===== src/rtl/alu_pkg.sv =====
// Shared opcode and FSM state types for the multi-cycle ALU.
package alu_pkg;

   typedef enum logic [3:0] {
      OP_ADD = 4'd0,
      OP_SUB = 4'd1,
      OP_MUL = 4'd2,
      OP_DIV = 4'd3,
      OP_AND = 4'd4,
      OP_OR  = 4'd5,
      OP_XOR = 4'd6,
      OP_NOT = 4'd7,
      OP_SHL = 4'd8,
      OP_SHR = 4'd9
   } alu_op_e;

   typedef enum logic [1:0] {
      ST_IDLE = 2'd0,
      ST_BUSY = 2'd1,
      ST_DONE = 2'd2
   } alu_state_e;

   function automatic logic is_iter(input alu_op_e op);
      return (op == OP_MUL) || (op == OP_DIV);
   endfunction

endpackage


===== src/rtl/alu_iter_muldiv.sv =====
// Bit-serial shift-add multiplier and restoring divider, one bit per clock.
// Operands are taken straight from the request on start_i; done_o marks the final iteration.
module alu_iter_muldiv
   import alu_pkg::*;
#(
   parameter int WIDTH = 16
) (
   input  logic             clk,
   input  logic             rst_n,
   input  logic             start_i,
   input  alu_op_e          op_i,
   input  logic [WIDTH-1:0] a_i,
   input  logic [WIDTH-1:0] b_i,
   output logic             done_o,
   output logic [WIDTH-1:0] lo_o,
   output logic [WIDTH-1:0] hi_o,
   output logic             dz_o
);

   localparam int CW = $clog2(WIDTH + 1);

   logic [WIDTH-1:0] acc_q, acc_d;
   logic [WIDTH-1:0] mq_q, mq_d;
   logic [WIDTH-1:0] opnd_q, opnd_d;
   logic [CW-1:0]    cnt_q, cnt_d;
   logic             busy_q, busy_d;
   logic             is_div_q, is_div_d;

   logic [WIDTH:0]   mul_sum;
   logic [WIDTH:0]   div_shift;
   logic [WIDTH:0]   div_trial;

   assign mul_sum   = {1'b0, acc_q} + (mq_q[0] ? {1'b0, opnd_q} : '0);
   assign div_shift = {acc_q, mq_q[WIDTH-1]};
   assign div_trial = div_shift - {1'b0, opnd_q};

   // A zero divisor needs no special case: every trial succeeds, giving an
   // all-ones quotient while the dividend bits collect in the remainder.
   always_comb begin
      acc_d    = acc_q;
      mq_d     = mq_q;
      opnd_d   = opnd_q;
      cnt_d    = cnt_q;
      busy_d   = busy_q;
      is_div_d = is_div_q;
      if (start_i) begin
         acc_d    = '0;
         mq_d     = a_i;
         opnd_d   = b_i;
         cnt_d    = CW'(WIDTH);
         busy_d   = 1'b1;
         is_div_d = (op_i == OP_DIV);
      end else if (busy_q) begin
         if (is_div_q) begin
            acc_d = div_trial[WIDTH] ? div_shift[WIDTH-1:0] : div_trial[WIDTH-1:0];
            mq_d  = {mq_q[WIDTH-2:0], ~div_trial[WIDTH]};
         end else begin
            acc_d = mul_sum[WIDTH:1];
            mq_d  = {mul_sum[0], mq_q[WIDTH-1:1]};
         end
         cnt_d  = cnt_q - CW'(1);
         busy_d = (cnt_q != CW'(1));
      end
   end

   always_ff @(posedge clk or negedge rst_n) begin
      if (!rst_n) begin
         acc_q    <= '0;
         mq_q     <= '0;
         opnd_q   <= '0;
         cnt_q    <= '0;
         busy_q   <= 1'b0;
         is_div_q <= 1'b0;
      end else begin
         acc_q    <= acc_d;
         mq_q     <= mq_d;
         opnd_q   <= opnd_d;
         cnt_q    <= cnt_d;
         busy_q   <= busy_d;
         is_div_q <= is_div_d;
      end
   end

   assign done_o = busy_q && (cnt_q == CW'(1));
   assign lo_o   = mq_q;
   assign hi_o   = acc_q;
   assign dz_o   = is_div_q && (opnd_q == '0);

endmodule


===== src/rtl/mcycle_alu.sv =====
// Multi-cycle ALU: single-cycle ops evaluated on captured operands, MUL/DIV iterated.
// state | meaning
// IDLE  | ready for a request
// BUSY  | MUL/DIV iterating in alu_iter_muldiv
// DONE  | result presented, waiting for out_ready
module mcycle_alu
   import alu_pkg::*;
#(
   parameter int WIDTH = 16,
   parameter int SHW   = $clog2(WIDTH)
) (
   input  logic             clk,
   input  logic             rst_n,
   input  logic             in_valid,
   output logic             in_ready,
   input  alu_op_e          op,
   input  logic [WIDTH-1:0] a,
   input  logic [WIDTH-1:0] b,
   input  logic             half_mode,
   output logic             out_valid,
   input  logic             out_ready,
   output logic [WIDTH-1:0] res_lo,
   output logic [WIDTH-1:0] res_hi,
   output logic             flag_c,
   output logic             flag_z,
   output logic             flag_n,
   output logic             flag_v,
   output logic             flag_dz
);

   localparam int HW = WIDTH / 2;

   alu_state_e       state_q, state_d;
   alu_op_e          op_q;
   logic [WIDTH-1:0] a_q, b_q;
   logic             half_q;

   logic             accept, md_start, md_done, md_dz;
   logic [WIDTH-1:0] md_lo, md_hi;

   logic [WIDTH:0]   alu_full;
   logic [WIDTH:0]   shr_ext;
   logic             alu_v;

   logic [WIDTH-1:0] r_lo, r_hi;
   logic             r_c, r_z, r_n, r_v, r_dz;

   assign accept   = in_ready && in_valid;
   assign md_start = accept && is_iter(op);

   always_ff @(posedge clk or negedge rst_n) begin
      if (!rst_n) state_q <= ST_IDLE;
      else        state_q <= state_d;
   end

   always_comb begin
      state_d = state_q;
      unique case (state_q)
         ST_IDLE: if (in_valid)  state_d = is_iter(op) ? ST_BUSY : ST_DONE;
         ST_BUSY: if (md_done)   state_d = ST_DONE;
         ST_DONE: if (out_ready) state_d = ST_IDLE;
         default:                state_d = ST_IDLE;
      endcase
   end

   always_comb begin
      in_ready  = (state_q == ST_IDLE);
      out_valid = (state_q == ST_DONE);
   end

   always_ff @(posedge clk or negedge rst_n) begin
      if (!rst_n) begin
         op_q   <= OP_ADD;
         a_q    <= '0;
         b_q    <= '0;
         half_q <= 1'b0;
      end else if (accept) begin
         op_q   <= op;
         a_q    <= a;
         b_q    <= b;
         half_q <= half_mode;
      end
   end

   alu_iter_muldiv #(.WIDTH(WIDTH)) u_muldiv (
      .clk     (clk),
      .rst_n   (rst_n),
      .start_i (md_start),
      .op_i    (op),
      .a_i     (a),
      .b_i     (b),
      .done_o  (md_done),
      .lo_o    (md_lo),
      .hi_o    (md_hi),
      .dz_o    (md_dz)
   );

   // Bit WIDTH of alu_full carries the carry/borrow or the last bit shifted out.
   assign shr_ext = {a_q, 1'b0} >> b_q[SHW-1:0];

   always_comb begin
      alu_full = '0;
      alu_v    = 1'b0;
      unique case (op_q)
         OP_ADD: begin
            alu_full = {1'b0, a_q} + {1'b0, b_q};
            alu_v    = (a_q[WIDTH-1] == b_q[WIDTH-1]) && (alu_full[WIDTH-1] != a_q[WIDTH-1]);
         end
         OP_SUB: begin
            alu_full = {1'b0, a_q} - {1'b0, b_q};
            alu_v    = (a_q[WIDTH-1] != b_q[WIDTH-1]) && (alu_full[WIDTH-1] != a_q[WIDTH-1]);
         end
         OP_AND:  alu_full = {1'b0, a_q & b_q};
         OP_OR:   alu_full = {1'b0, a_q | b_q};
         OP_XOR:  alu_full = {1'b0, a_q ^ b_q};
         OP_NOT:  alu_full = {1'b0, ~a_q};
         OP_SHL:  alu_full = {1'b0, a_q} << b_q[SHW-1:0];
         OP_SHR:  alu_full = {shr_ext[0], shr_ext[WIDTH:1]};
         default: alu_full = '0;
      endcase
   end

   always_comb begin
      r_lo = '0;
      r_hi = '0;
      r_c  = 1'b0;
      r_n  = 1'b0;
      r_v  = 1'b0;
      r_dz = 1'b0;
      if (is_iter(op_q)) begin
         r_lo = md_lo;
         r_hi = md_hi;
         r_c  = (op_q == OP_MUL) && (md_hi != '0);
         r_n  = md_lo[WIDTH-1];
         r_dz = (op_q == OP_DIV) && md_dz;
      end else if (half_q) begin
         r_lo = {{(WIDTH-HW){1'b0}}, alu_full[HW-1:0]};
         r_c  = |alu_full[WIDTH:HW];
         r_n  = alu_full[HW-1];
         r_v  = alu_v;
      end else begin
         r_lo = alu_full[WIDTH-1:0];
         r_c  = alu_full[WIDTH];
         r_n  = alu_full[WIDTH-1];
         r_v  = alu_v;
      end
      r_z = (r_lo == '0);
   end

   // Results are only driven while presented, so reset and idle read as zero.
   assign res_lo  = out_valid ? r_lo : '0;
   assign res_hi  = out_valid ? r_hi : '0;
   assign flag_c  = out_valid && r_c;
   assign flag_z  = out_valid && r_z;
   assign flag_n  = out_valid && r_n;
   assign flag_v  = out_valid && r_v;
   assign flag_dz = out_valid && r_dz;

endmodule


===== config.mk =====
export PLATFORM = sky130hd
export DESIGN_NAME = mcycle_alu
export DESIGN_NICKNAME = d
export VERILOG_FILES = /design/src/rtl/alu_pkg.sv /design/src/rtl/alu_iter_muldiv.sv /design/src/rtl/mcycle_alu.sv
export SDC_FILE = /design/constraint.sdc
export NUM_CORES = 1
export LEC_CHECK = 0
export ABC_CLOCK_PERIOD_IN_PS = 4600
export CAP_MARGIN = 25
export CORE_ASPECT_RATIO = 0.75
export CORE_MARGIN = 2
export CORE_UTILIZATION = 30
export DETAILED_ROUTE_END_ITERATION = 12
export HOLD_SLACK_MARGIN = 0.05
export PLACE_DENSITY_LB_ADDON = 0.25
export SYNTH_ARGS = -nofsm -noshare
export SYNTH_HDL_FRONTEND = slang
export SYNTH_SLANG_ARGS = --single-unit

===== constraint.sdc =====
create_clock -name clk -period 4.6 [get_ports clk]
set_input_delay 1.15 -clock clk [delete_from_list [all_inputs] [get_ports clk]]
set_output_delay 1.15 -clock clk [all_outputs]
set_load 0.05 [all_outputs]

# --- Yosys cells after proc, flatten, opt, wreduce, memory -nomap -nowiden ---
# Index checks and enable logic that the tools add are counted.
op_classes:
  n_addsub: 5
  eq_ne: 22
  shifts: 2
  muxes: 30
  bitwise: 5
  reduce_logical: 23
op_table:
  columns: ["op", "n"]
  rows:
  - ["two-way mux 16 bit", 13]
  - ["case mux 17 bit (8 select lines)", 1]
  - ["logical NOT 16 bit", 2]
  - ["adder 16 x 16 -> 17 bit", 1]
  - ["adder 16 x 17 -> 17 bit", 1]
  - ["left shift 16 x 4 -> 17 bit", 1]
  - [">> shifter 17 x 4 -> 17 bit", 1]
  - ["subtractor 16 x 16 -> 17 bit", 1]
  - ["subtractor 17 x 16 -> 17 bit", 1]
  - ["AND 16 bit", 1]
  - ["== test 4 x 2 -> 1 bit (second input constant)", 4]
  - ["== test 4 x 3 -> 1 bit (second input constant)", 4]
  - ["inverter 16 bit", 1]
  - ["OR 16 bit", 1]
  - ["nonzero test 16 bit", 1]
  - ["bitwise XOR 16 bit", 1]
  - ["logical AND 1 bit", 13]
  - ["two-way mux 5 bit", 2]
  - ["OR reduction 9 bit", 1]
  - ["== test 4 bit (second input constant)", 2]
  - ["two-way mux 1 bit", 8]
  - ["two-way mux 2 bit", 4]
  - ["case mux 2 bit (3 select lines)", 1]
  - ["== test 5 x 1 -> 1 bit (second input constant)", 1]
  - ["other kinds (16)", 20]
totals:
  regBits: 94
  input_bits: 41

# --- Longest topological paths before layout ---
logic_depth:
  word_depth: 6
  mapped_depth: 15

# --- Cells and area by module ---
# A second synthesis with hierarchy kept.
unflattened:
  hier_cells: 1379
  hier_area_um2: 10721.5
by_module_without_submodules:
  columns: ["mod", "n_inst", "cells_each", "area_per_inst_um2", "seq_area_each_um2"]
  rows:
  - ["mcycle_alu", 1, 832, 6209.7, 975.9]
  - ["alu_iter_muldiv", 1, 547, 4511.8, 1376.3]

# --- Worst setup path before layout ---
# OpenSTA, ideal clock, no wires.
synth_path:
  path_type: "register to output"
  startpoint: "register b_q[1]"
  endpoint: "output flag_v"
  arrival_time_ps: 4344
  setup_slack_ps: -894
  stages_incl_launch_ff: 16
  path_buffers: 4
  path_cell_list: "dfrtp_1 -> buf_4 -> buf_6 -> buf_4 -> buf_4 -> inv_1 -> ha_1 -> a211oi_1 -> o311a_1 -> or3_1 -> and2_1 -> o21ai_1 -> a31oi_1 -> xnor2_1 -> or3_1 -> a211oi_1"
synth_between:
  elab_chain_cells: 6
synth_rtl:
  columns: ["item", "line", "rtl"]
  rows:
  - ["from (decl)", "mcycle_alu.sv:35", "logic [WIDTH-1:0] a_q, b_q;"]
  - ["from (signal assigned)", "mcycle_alu.sv:75", "b_q <= '0;"]
  - ["from (signal assigned)", "mcycle_alu.sv:80", "b_q <= b;"]
  - ["subtractor 16 x 16 -> 17 bit or adder 16 x 16 -> 17 bit (tied branches)", "mcycle_alu.sv:110, mcycle_alu.sv:106", null]
  - ["inequality test 1 bit, on equally long branches", "mcycle_alu.sv:111, mcycle_alu.sv:107", null]
  - ["logical AND 1 bit, on equally long branches", "mcycle_alu.sv:111, mcycle_alu.sv:107", null]
  - ["case mux 1 bit (2 select lines) (*)", "mcycle_alu.sv:104", "unique case (op_q)"]
  - ["two-way mux 1 bit (*)", "mcycle_alu.sv:130", "if (is_iter(op_q)) begin"]
  - ["logical AND 1 bit (*)", "mcycle_alu.sv:156", "assign flag_v = out_valid && r_v;"]
  - ["to (decl)", "mcycle_alu.sv:27", "output logic flag_v,"]
# Every way passes the cells marked *; elsewhere a longest branch is shown, timed or not.

# --- Worst setup path after layout ---
layout_path:
  startpoint: "register a_q[0]"
  endpoint: "output flag_z"
layout_between:
  elab_chain_cells: 6
layout_rtl:
  columns: ["item", "line", "rtl"]
  rows:
  - ["from (decl)", "mcycle_alu.sv:35", null]
  - ["from (signal assigned)", "mcycle_alu.sv:74", "a_q <= '0;"]
  - ["from (signal assigned)", "mcycle_alu.sv:79", "a_q <= a;"]
  - ["subtractor 16 x 16 -> 17 bit, or another cell as far along", "mcycle_alu.sv:110", "alu_full = {1'b0, a_q} - {1'b0, b_q};"]
  - ["case mux 17 bit (8 select lines) (*)", "mcycle_alu.sv:104", null]
  - ["two-way mux 16 bit (*)", "mcycle_alu.sv:136", "end else if (half_q) begin"]
  - ["two-way mux 16 bit (*)", "mcycle_alu.sv:130", null]
  - ["logical NOT 16 bit (*)", "mcycle_alu.sv:147", "r_z = (r_lo == '0);"]
  - ["logical AND 1 bit (*)", "mcycle_alu.sv:154", "assign flag_z = out_valid && r_z;"]
  - ["to (decl)", "mcycle_alu.sv:25", "output logic flag_z,"]
# Marks and branches as above.

==> results.yml <==
placement:
  io_buffers: 79
  dp.cells: 1946
  dp_hpwl_mm: 37.6
  gp_congestion: 0.959
sta:
  hold_viol_final: 0
  rsz0062_at_grt: "true"
  setup_violations: 6
  fmax_mhz: 196
  fin_crit_ps: 5090
  worst_pin_slew_ps: 866
  final.setup.worst_slack_ps: -491
  timing.final.crit_share_pct: 111
  drv_slew: 0
  finalClockSkew_ps: 11.0
  slew-limit-headroom_pct: 42.2
critical_path:
  cp-start-kind: "flop"
  cp.arrival_ps: 3940
  critPathKind: "reg -> out"
  crit_path_max_fanout: 3
  cp.required_ps: 3450
  rr_startpoint: "u_muldiv.opnd_q[0]"
  crit_path_start: "a_q[0]"
  endpoint_kind: "output port"
clock_tree:
  cts_sinks: 94
  cts_max_path_buffers: 2
  root_buffer: "clkbuf_16"
  cts.clk_slew.worst_paths_ps: 80
  htree_levels: 3
  cts_tree: "yes"
  cts_made_buffers: 9
  clkLatencyLatePin_ps: 380
final_layout:
  syn_to_final_growth_pct: 33.9
  final_cells: 1988
  drive_gt1_share_pct: 25.6
  antenna_cells: 0
  nets: 1657
  fill_cells: 3545
  ff_latch_area_sq_um: 2360
  multi_input_area_sq_um: 8130
logic_synthesis:
  synth_seq_cells: 94
  seq_area_frac_synth_pct: 22.2
  syn-num-nets: 1462
  synthArstFlopShare_pct: 100
  synth_edf_count: 0
  netlist_area_sq_um: 10600
  syn_inst: 1331
  syn_area_per_cell_sq_um: 7.97
  synth_ff_type: "dfrtp_1"
  yosysWarnings: 0
  synth.distinct_cells: 94
global_routing:
  grt_max_degree: 75
  grt_pass1_wl_mm: 71.6
  grt-ovfl-total: 0
  grt_pass1_vias: 11002
  grt_usage_pct: 25.6
  antenna_found_initial: 1
die:
  die_width_um: 221
  dieHeight_um: 167
  coreArea_sq_um: 34800
  row_count: 59
  io_pins: 80
  initial_utilization_pct: 30.5
  dieArea_sq_um: 36900
drt:
  wl_per_cell_um: 24.0
  routed_wl_mm: 47.7
  met1Wirelength_mm: 23.7
  ant_nets: 0
  via_per_inst: 5.76
  top_layer: "met4"
  vias: 11446
  wl_met3_mm: 4.00
  drtPass1Iterations: 5
  drtIter0Drc: 1215
  wl_met2_mm: 19.3
  route.detailed.drc: 0
job:
  maxCapViolations: 0
outcome:
  violations: "negative setup slack"
  status: "finished, violations left"
min_path:
  min_from: "state_q[1]"
  min_path_type: "reg -> reg"
[area by class of cell]
cell class	instances	share of cell area, %
clock buffers	9	1.58
well taps	457	4.02
repair buffers	269	17.7
flip-flops and latches	94	16.6
clock inverters	7	0.607
multi-input cells	1067	57.2
inverters	85	2.28
[final timing paths]
kind	endpoint	slack (ps)	depth (start not counted)
max	flag_z	-490	15
min	state_q[1]	500	1
max reg2reg	u_muldiv.hi_o[4]	770	12
min reg2reg	state_q[1]	500	1
max in group asynchronous	u_muldiv.cnt_q[1]	2860	2
min in group asynchronous	u_muldiv.lo_o[3]	850	1
[cell usage after synthesis (all sizes together), types with 24 or more instances]
master | n | area [sq um]
a211oi | 25 | 188
a21oi | 92 | 460
and2 | 30 | 188
and3 | 24 | 155
buf | 32 | 185
clkbuf | 53 | 199
dfrtp | 94 | 2350
ha | 86 | 1080
inv | 84 | 315
mux2i | 42 | 420
nand2 | 131 | 492
nor2 | 122 | 458
o21ai | 124 | 624
xnor2 | 25 | 219
[kinds of logic (layout without fill, tap and decap cells)]
logic type	Yosys count	after routing	synth area share (%)
adder cells (fa/ha/maj)	90	90	10.9
AND/OR/NAND/NOR	440	440	20.3
AO/OA/AOI/OAI	426	426	27.1
XOR/XNOR	30	30	2.48
multiplexers	81	81	10.5
buffers and inverters	170	370	6.62
flip-flops	94	94	22.2
[timing repair]
| item | in CTS | in global routing |
|---|---|---|
| pin swaps | 29 | 15 |
| resized for setup | 80 | 37 |
| buffers inserted | 14 | 11 |
| endpoints found under the setup margin | 11 | 13 |
| gates cloned | 2 | 1 |
| hold buffers | 0 | 0 |
[per-layer routing]
metal / GRT usage (%) / up-vias
li1: - / 5295
met3: 6.03 / 38
met1: 39.6 / 5678
met2: 35.4 / 435
met4: 5.34 / 0
met5: 0 / -
[state kept, by name, indices dropped and copies added (netlist names)]
| name | flops |
|---|---|
| u_muldiv.busy_q | 1 |
| u_muldiv.lo_o | 16 |
| u_muldiv.hi_o | 16 |
| u_muldiv.opnd_q | 16 |
| u_muldiv.is_div_q | 1 |
| half_q | 1 |
| b_q | 16 |
| u_muldiv.cnt_q | 5 |
| a_q | 16 |
| state_q | 2 |
| op_q | 4 |
[critical path, stage by stage (launching register included)]
cell and delay, ps:
dfrtp_1 400, buf_6 120, ha_4 130, inv_1 50
fa_2 520, nand2b_1 50, o2111a_1 140, a211oi_2 270
nand4b_1 240, nor4bb_2 310, nand4_1 200, nor4_4 320
buf_4 180, o2111ai_2 120, and4b_4 370, buf_12 140
[cells in the final DEF, fill, tap and decap left out, drive strengths merged, types with 18 or more instances in the layout]
cell / n
buf: 208
nand3: 18
ha: 86
and3: 24
mux2i: 42
o21ai: 124
a21oi: 92
inv: 88
and2: 30
nand2: 131
xnor2: 25
dfrtp: 94
a211oi: 25
nor2: 122
mux4: 22
clkdlybuf4s50: 58
nor3: 19
[stage by stage]
step | setup slack [ps] | utilization, % | hold WS, ps | instance area [sq um] | TNS [ps]
CTS | -493 | 40.1 | 509 | 13900 | -1760
detailed placement | -417 | 37.5 | 496 | 13000 | -953
finish | -491 | 40.9 | 505 | 14200 | -1540
global route | -626 | 40.9 | 528 | 14200 | -2520
floorplan | -58.7 | - | 462 | 10700 | -58.7
global placement | -319 | 37.5 | 488 | 13000 | -751
Power is left out: the tool's default activity adds up to more than one toggle a clock period on the data nets, which glitch-free logic cannot reach.
